[src/rtl/c1_write_sequencer.sv]
// c1_write_sequencer: fenced CCI-P c1 write sequencer; a status write waits for every earlier bulk write to be acknowledged
module c1_write_sequencer #(
  parameter int ADDR_W = 42,
  parameter int DATA_W = 512,
  parameter int MAX_OUTSTANDING = 64,
  parameter int CNT_W = 32
) (
  input  logic              clk,
  input  logic              reset,
  input  logic              bulk_valid,
  input  logic [ADDR_W-1:0] bulk_addr,
  input  logic [DATA_W-1:0] bulk_data,
  output logic              bulk_ready,
  input  logic              stat_valid,
  input  logic [ADDR_W-1:0] stat_addr,
  input  logic [DATA_W-1:0] stat_data,
  output logic              stat_ready,
  input  logic              c1TxAlmFull,
  output logic              tx_valid,
  output logic [ADDR_W-1:0] tx_addr,
  output logic [DATA_W-1:0] tx_data,
  output logic [15:0]       tx_mdata,
  input  logic              rsp_valid,
  input  logic              rsp_format,
  input  logic [1:0]        rsp_cl_num,
  output logic [CNT_W-1:0]  outstanding,
  output logic [CNT_W-1:0]  bulk_issued,
  output logic              stat_done,
  output logic              busy,
  output logic              err
);
  localparam int CW = CNT_W + 1;
  typedef enum logic [1:0] {STREAM, FENCE, STAT_ISSUE, STAT_WAIT} state_t;
  state_t state_q;
  logic [CNT_W-1:0] outstanding_q, outstanding_d, bulk_issued_q;
  logic [ADDR_W-1:0] tx_addr_q;
  logic [DATA_W-1:0] tx_data_q;
  logic [15:0] tx_mdata_q;
  logic tx_valid_q, stat_done_q, err_q;
  logic [CW-1:0] sum_d, dec_d;
  logic under_d, drained_d, bulk_acc;
  // the write on tx this cycle counts as in flight, so back-to-back issue never overshoots the limit
  assign sum_d = {1'b0, outstanding_q} + CW'(tx_valid_q);
  assign dec_d = !rsp_valid ? '0 : rsp_format ? CW'(rsp_cl_num) + CW'(1) : CW'(1);
  assign under_d = dec_d > sum_d;
  assign outstanding_d = under_d ? '0 : CNT_W'(sum_d - dec_d);
  assign drained_d = outstanding_q == '0 && !tx_valid_q;
  assign bulk_ready = !reset && state_q == STREAM && !stat_valid && !c1TxAlmFull
                      && sum_d < CW'(MAX_OUTSTANDING);
  assign stat_ready = !reset && state_q == STAT_ISSUE && !c1TxAlmFull;
  assign bulk_acc = bulk_valid && bulk_ready;
  assign tx_valid = tx_valid_q;
  assign tx_addr = tx_addr_q;
  assign tx_data = tx_data_q;
  assign tx_mdata = tx_mdata_q;
  assign outstanding = outstanding_q;
  assign bulk_issued = bulk_issued_q;
  assign stat_done = stat_done_q;
  assign err = err_q;
  assign busy = state_q != STREAM || outstanding_q != '0;
  always_ff @(posedge clk) begin
    if (reset) begin
      state_q <= STREAM;
      outstanding_q <= '0;
      bulk_issued_q <= '0;
      tx_valid_q <= 1'b0;
      tx_addr_q <= '0;
      tx_data_q <= '0;
      tx_mdata_q <= '0;
      stat_done_q <= 1'b0;
      err_q <= 1'b0;
    end else begin
      outstanding_q <= outstanding_d;
      err_q <= err_q | under_d;
      tx_valid_q <= bulk_acc || stat_ready;
      stat_done_q <= state_q == STAT_WAIT && drained_d;
      if (bulk_acc) begin
        tx_addr_q <= bulk_addr;
        tx_data_q <= bulk_data;
        tx_mdata_q <= 16'h0000;
        bulk_issued_q <= bulk_issued_q + 1'b1;
      end else if (stat_ready) begin
        tx_addr_q <= stat_addr;
        tx_data_q <= stat_data;
        tx_mdata_q <= 16'h0001;
      end
      case (state_q)
        STREAM:     if (stat_valid) state_q <= FENCE;
        FENCE:      if (drained_d) state_q <= STAT_ISSUE;
        STAT_ISSUE: if (!c1TxAlmFull) state_q <= STAT_WAIT;
        STAT_WAIT:  if (drained_d) state_q <= STREAM;
        default:    state_q <= STREAM;
      endcase
    end
  end
endmodule

[config.mk]
export PLATFORM = sky130hd
export DESIGN_NAME = c1_write_sequencer
export DESIGN_NICKNAME = d
export VERILOG_FILES = /design/src/rtl/c1_write_sequencer.sv
export SDC_FILE = /design/constraint.sdc
export NUM_CORES = 2
export LEC_CHECK = 0
export BUFFER_PORTS_ARGS = -buffer_cell sky130_fd_sc_hd__buf_2
export CORE_AREA = 2 2 675 677
export CTS_CLUSTER_SIZE = 25
export DETAILED_ROUTE_END_ITERATION = 7
export DIE_AREA = 0 0 677 679
export PLACE_DENSITY = 0.34
export REMOVE_ABC_BUFFERS = 1
export SETUP_SLACK_MARGIN = 0.05
export SLEW_MARGIN = 10
export SYNTH_ARGS = -nofsm -noshare
export SYNTH_HDL_FRONTEND = slang
export SYNTH_SLANG_ARGS = --single-unit
[constraint.sdc]
create_clock -name clk -period 5.2 [get_ports clk]
set_input_delay 1.04 -clock clk [delete_from_list [all_inputs] [get_ports clk]]
set_output_delay 1.04 -clock clk [all_outputs]
set_load 0.02 [all_outputs]
======== Word-level counts from Yosys, hierarchy flattened ========
Cells that the tools add are included.
word-level totals
  register bits ........................... 624
  bits of input ports ..................... 1117
  output and inout bits ................... 640
  word-level logic and storage cells ...... 57
cells by class
  $add $sub $neg .......................... 4
  $lt $le $gt $ge ......................... 2
  eq/ne operators ......................... 7
  muxes and demuxes ....................... 11
  bitwise operators ....................... 1
  reductions and logical operators ........ 23
operators with widths
  kind                                                          number
  two-way mux 512 bit                                           2
  two-way mux 42 bit                                            2
  adder 32 x 1 -> 33 bit                                        1
  greater-than comparator 3 x 33 -> 1 bit                       1
  less-than comparator 33 x 7 -> 1 bit (second input constant)  1
  adder 32 x 1 -> 32 bit (second input constant)                1
  logical NOT 32 bit                                            1
  nonzero test 32 bit                                           1
  subtractor 32 x 3 -> 32 bit                                   1
  logical AND 1 bit                                             9
  two-way mux 2 bit                                             4
  != test 2 bit (second input constant)                         4
  one-hot mux 2 bit (4 select lines)                            1
  two-way mux 3 bit                                             2
  equality test 2 bit (second input constant)                   2
  logical NOT 1 bit                                             4
  AND reduction 4 bit                                           1
  nonzero test 2 bit                                            2
  OR reduction 2 bit                                            2
  adder 2 x 1 -> 3 bit (second input constant)                  1
  equality test 2 x 1 -> 1 bit (second input constant)          1
  logical NOT 2 bit                                             1
  logical OR 1 bit                                              2
  OR 1 bit                                                      1

======== Longest topological paths before layout ========
  depth in word-level cells ............... 7
  mapped depth ............................ 14

======== Worst setup path after synthesis ========
OpenSTA, ideal clock, no wires.
  kind .................................... register to output
  from .................................... register outstanding_q[0] (netlist: outstanding[0])
  to ...................................... output port bulk_ready
  arrival ................................. 3.906 ns
  required time ........................... 4.160 ns
  path slack .............................. 0.254 ns
  stages on the path, launching flop included .. 13
  buffers on the path ..................... 3
  path through ............................ dfxtp_1 ha_1 ha_1 nand2_1 nor4_1 nand4_1 xnor2_1 or2_2 or4b_1 buf_2 buf_2 buf_2 nor3_1
between the ends
  longest elaborated chain between the ends .. 3
ends and longest elaborated chain
  item                                  line  source
  start: declaration                    35    logic [CNT_W-1:0] outstanding_q, outstanding_d, bulk_issued_q;
  start signal: assignment              73    outstanding_q <= outstanding_d;
  adder 32 x 1 -> 33 bit                43    assign sum_d = {1'b0, outstanding_q} + CW'(tx_valid_q);
  less-than comparator 33 x 7 -> 1 bit  49    && sum_d < CW'(MAX_OUTSTANDING);
  logical AND 1 bit                     49
  end: declaration                      13    output logic bulk_ready,
No other way between the ends.

======== Worst setup path in the final report ========
Same ends and word-level chain as after synthesis.

==> metrics.md <==
| Metric | Value |
|---|---|
| Setup Viol. Count Final | `0` |
| Syn-to-layout area delta | `62.9%` |
| Layout fillers | `53000` |
| Average vias per placed instance | `3.48` |
| Hold crit path type | `in -> reg` |
| Status | `finished, final reports clean` |
| Syn_area_per_cell | `7.91 um2` |
| Placed insts | `11200` |
| Total GRT Usage | `15.9%` |
| Routability cong. | `0.988` |
| Tmin final | `4930 ps` |
| CP Capture Type | `primary output` |
| H-Tree Depth | `3` |
| Final core occ | `10.8%` |
| Crit-path max FO | `10` |
| Dominant synthesized flop cell | `dfxtp_1` |
| Post-Layout Cell Count | `11400` |
| # clock sinks | `624` |
| Drt drc | `0` |
| Tightest Pin Transition | `976 ps` |
| Final-report hold violation count | `0` |
| Seq/Total Area, Yosys | `41.7%` |
| DRT iter0 DRCs | `2582` |
| Yosys warning total | `0` |
| Setup TNS Final | `0 ps` |
| I/O Buffers | `1741` |
| Worst VDD drop | `0.989 mV` |
| Vias | `39600` |
| Slew headroom | `34.9%` |
| CTS root buf | `clkbuf_16` |
| Commonest non-fill, non-tap cell in the layout | `buf_2` |
| Worst hold margin | `469 ps` |
| TritonCTS Buffers | `95` |
| Detailed placement HPWL | `326 mm` |
| First-pass GRT wire length | `472 mm` |
| Synth unique cells | `61` |
| Top cells by area, synth | `dfxtp_1, a311oi_1, nand2_1` |
| Longest Clk Path Bufs | `4` |
| Reg clk slew, reported paths | `70 ps` |
| Io pins | `1757` |
| CTS tree | `yes` |
| ANT nets after route | `0` |
| Initial core utilization | `6.62%` |
| Chip Height | `679 um` |
| Fin crit share | `94.9%` |
| Share of cells above drive strength 1 | `38.0%` |
| Vias in the first global route | `39100` |
| CP Launch Type | `register` |
| GRT Residual Overflow | `0` |
| RSZ-0062 raised after global routing | `no` |
| Synthesized flop and latch total | `624` |
| DR WL/cell | `33.8 um` |
| Post-Syn Area | `29900 um2` |
| Worst-skew pair later-pin latency | `840 ps` |
| Chip width | `677 um` |
| Syn Inst Count | `3785` |
| Largest net degree at the start of global routing | `138` |
| Drt pass-1 iters | `5` |
| Top cell type's share of synthesized area | `41.7%` |
| Pwr per Cell Area | `552 nW/um2` |
| Total routed wirelength | `385 mm` |
| Initial antenna violation count | `205` |
| WP data arrival | `3890 ps` |
| Leakage | `17.4 nW` |
| Data required time of the worst path | `4160 ps` |
| Nets | `6415` |
| Core Box Area | `452000 um2` |
| Fmax | `203 MHz` |
| Post-synth EDFFs | `0` |
| Cell taking the most area after synthesis | `dfxtp_1` |
| Slew Limit Fails | `0` |
| Post-synth ARST share | `0%` |
| Max-cap viol count | `0` |
| Critical path type | `reg -> out` |
| Commonest cells after routing, fill and taps aside | `buf_2, nand2_1, dfxtp_1` |
| Die area | `460000 um2` |
| Total Power | `26.9 mW` |
| # rows | `247` |
| Clock skew | `36.0 ps` |
[metrics by stage]
stage	setup slack, ps	instance area [um2]
global route	33.3	48700
detailed placement	526	45500
finish	267	48700
CTS	83.3	48500
global placement	512	45500
floorplan	-19430	28000
[sequential cells by signal (all words and copies together) (netlist names)]
register / cells
tx_mdata: 1
err: 1
state_q: 2
tx_data: 512
bulk_issued: 32
stat_done: 1
tx_valid: 1
tx_addr: 42
outstanding: 32
[synth_stat cells (2+ instances only)]
library cell	n
dfxtp_1	624
or4_1	30
inv_1	15
nor4b_1	3
nand2b_1	3
a21oi_1	39
nand4b_1	2
o21ai_0	10
or3_1	6
a311oi_1	554
o211ai_1	2
o41a_1	2
o211a_1	3
a21o_1	3
mux2i_1	3
nor4_2	2
nand2_1	1147
nand4_1	22
a211oi_1	2
nor2_1	46
buf_4	21
and4_1	7
buf_2	59
o31ai_1	28
o311ai_0	2
a31oi_1	6
nand3_1	41
nor2b_1	4
nor3_1	23
clkbuf_1	394
xnor2_1	27
or2_2	5
ha_1	15
and3_1	16
xor2_1	19
and2_1	8
nor4_1	568
[worst paths after layout]
| kind | start | end | slack, ps | cells past startpoint |
|---|---|---|---|---|
| max reg2reg | outstanding[0]$_SDFF_PP0_ | tx_data[59]$_SDFFE_PP0P_ | 920 | 15 |
| min | stat_data[348] | tx_data[348]$_SDFFE_PP0P_ | 470 | 3 |
| max | outstanding[0]$_SDFF_PP0_ | bulk_ready | 270 | 11 |
| min reg2reg | tx_data[91]$_SDFFE_PP0P_ | tx_data[91]$_SDFFE_PP0P_ | 480 | 2 |
[cell families after synthesis]
kind of cell,count (synthesis),synth area share [%]
AOI/OAI and AO/OA,663,18.6
xor gates and xnor gates,46,1.35
adders and majority gates,16,0.694
buffers and inverters,490,6.66
DFF,624,41.7
muxes,3,0.100
other,1,0.0125
and+or+nand+nor,1942,30.8
[metal layers]
layer	GRT usage, %	wire length, um	up-vias
met5	0	334	-
met4	4.35	12400	52
met3	10.7	59200	509
met2	25.0	169000	2026
met1	17.5	143000	19700
li1	-	-	17400
[cell type report]
class                   instances  area [um2]  area share (%)
repair buffers               1860        9980            20.5
multi-input cells            2685       15600            32.1
flip-flops and latches        624       12500            25.6
diodes                         59         148           0.303
clock inverters                20         203           0.416
clock buffers                 140        2740            5.62
inverters                      16        67.6           0.139
well taps                    5976        7480            15.3
[timing repair]
item | 4_1_cts | 5_1_grt
setup buffers | 1 | 2
hold buffers | 0 | 0
endpoints found under the setup margin | 1 | 1
pin swaps | 2 | 3
gates resized for setup | 16 | 10
[critical path: stages (launching register included)]
cell     delay (ps)
dfxtp_1         390
ha_4            190
ha_4            180
nand2_4         120
nor4_4          260
buf_4           190
nand4_1         140
xnor2_2         220
or2_2           350
or4b_4          600
nor3_4          230
buf_2           200
[report_power, final]
part | switching, mW | internal (mW) | total [mW] | leakage (nW)
logic | 11.6 | 2.74 | 14.3 | 10.9
registers | 0.585 | 5.46 | 6.04 | 5.04
clock network | 2.84 | 3.72 | 6.56 | 1.44
No activity file was read; power rests on OpenSTA's default activity.
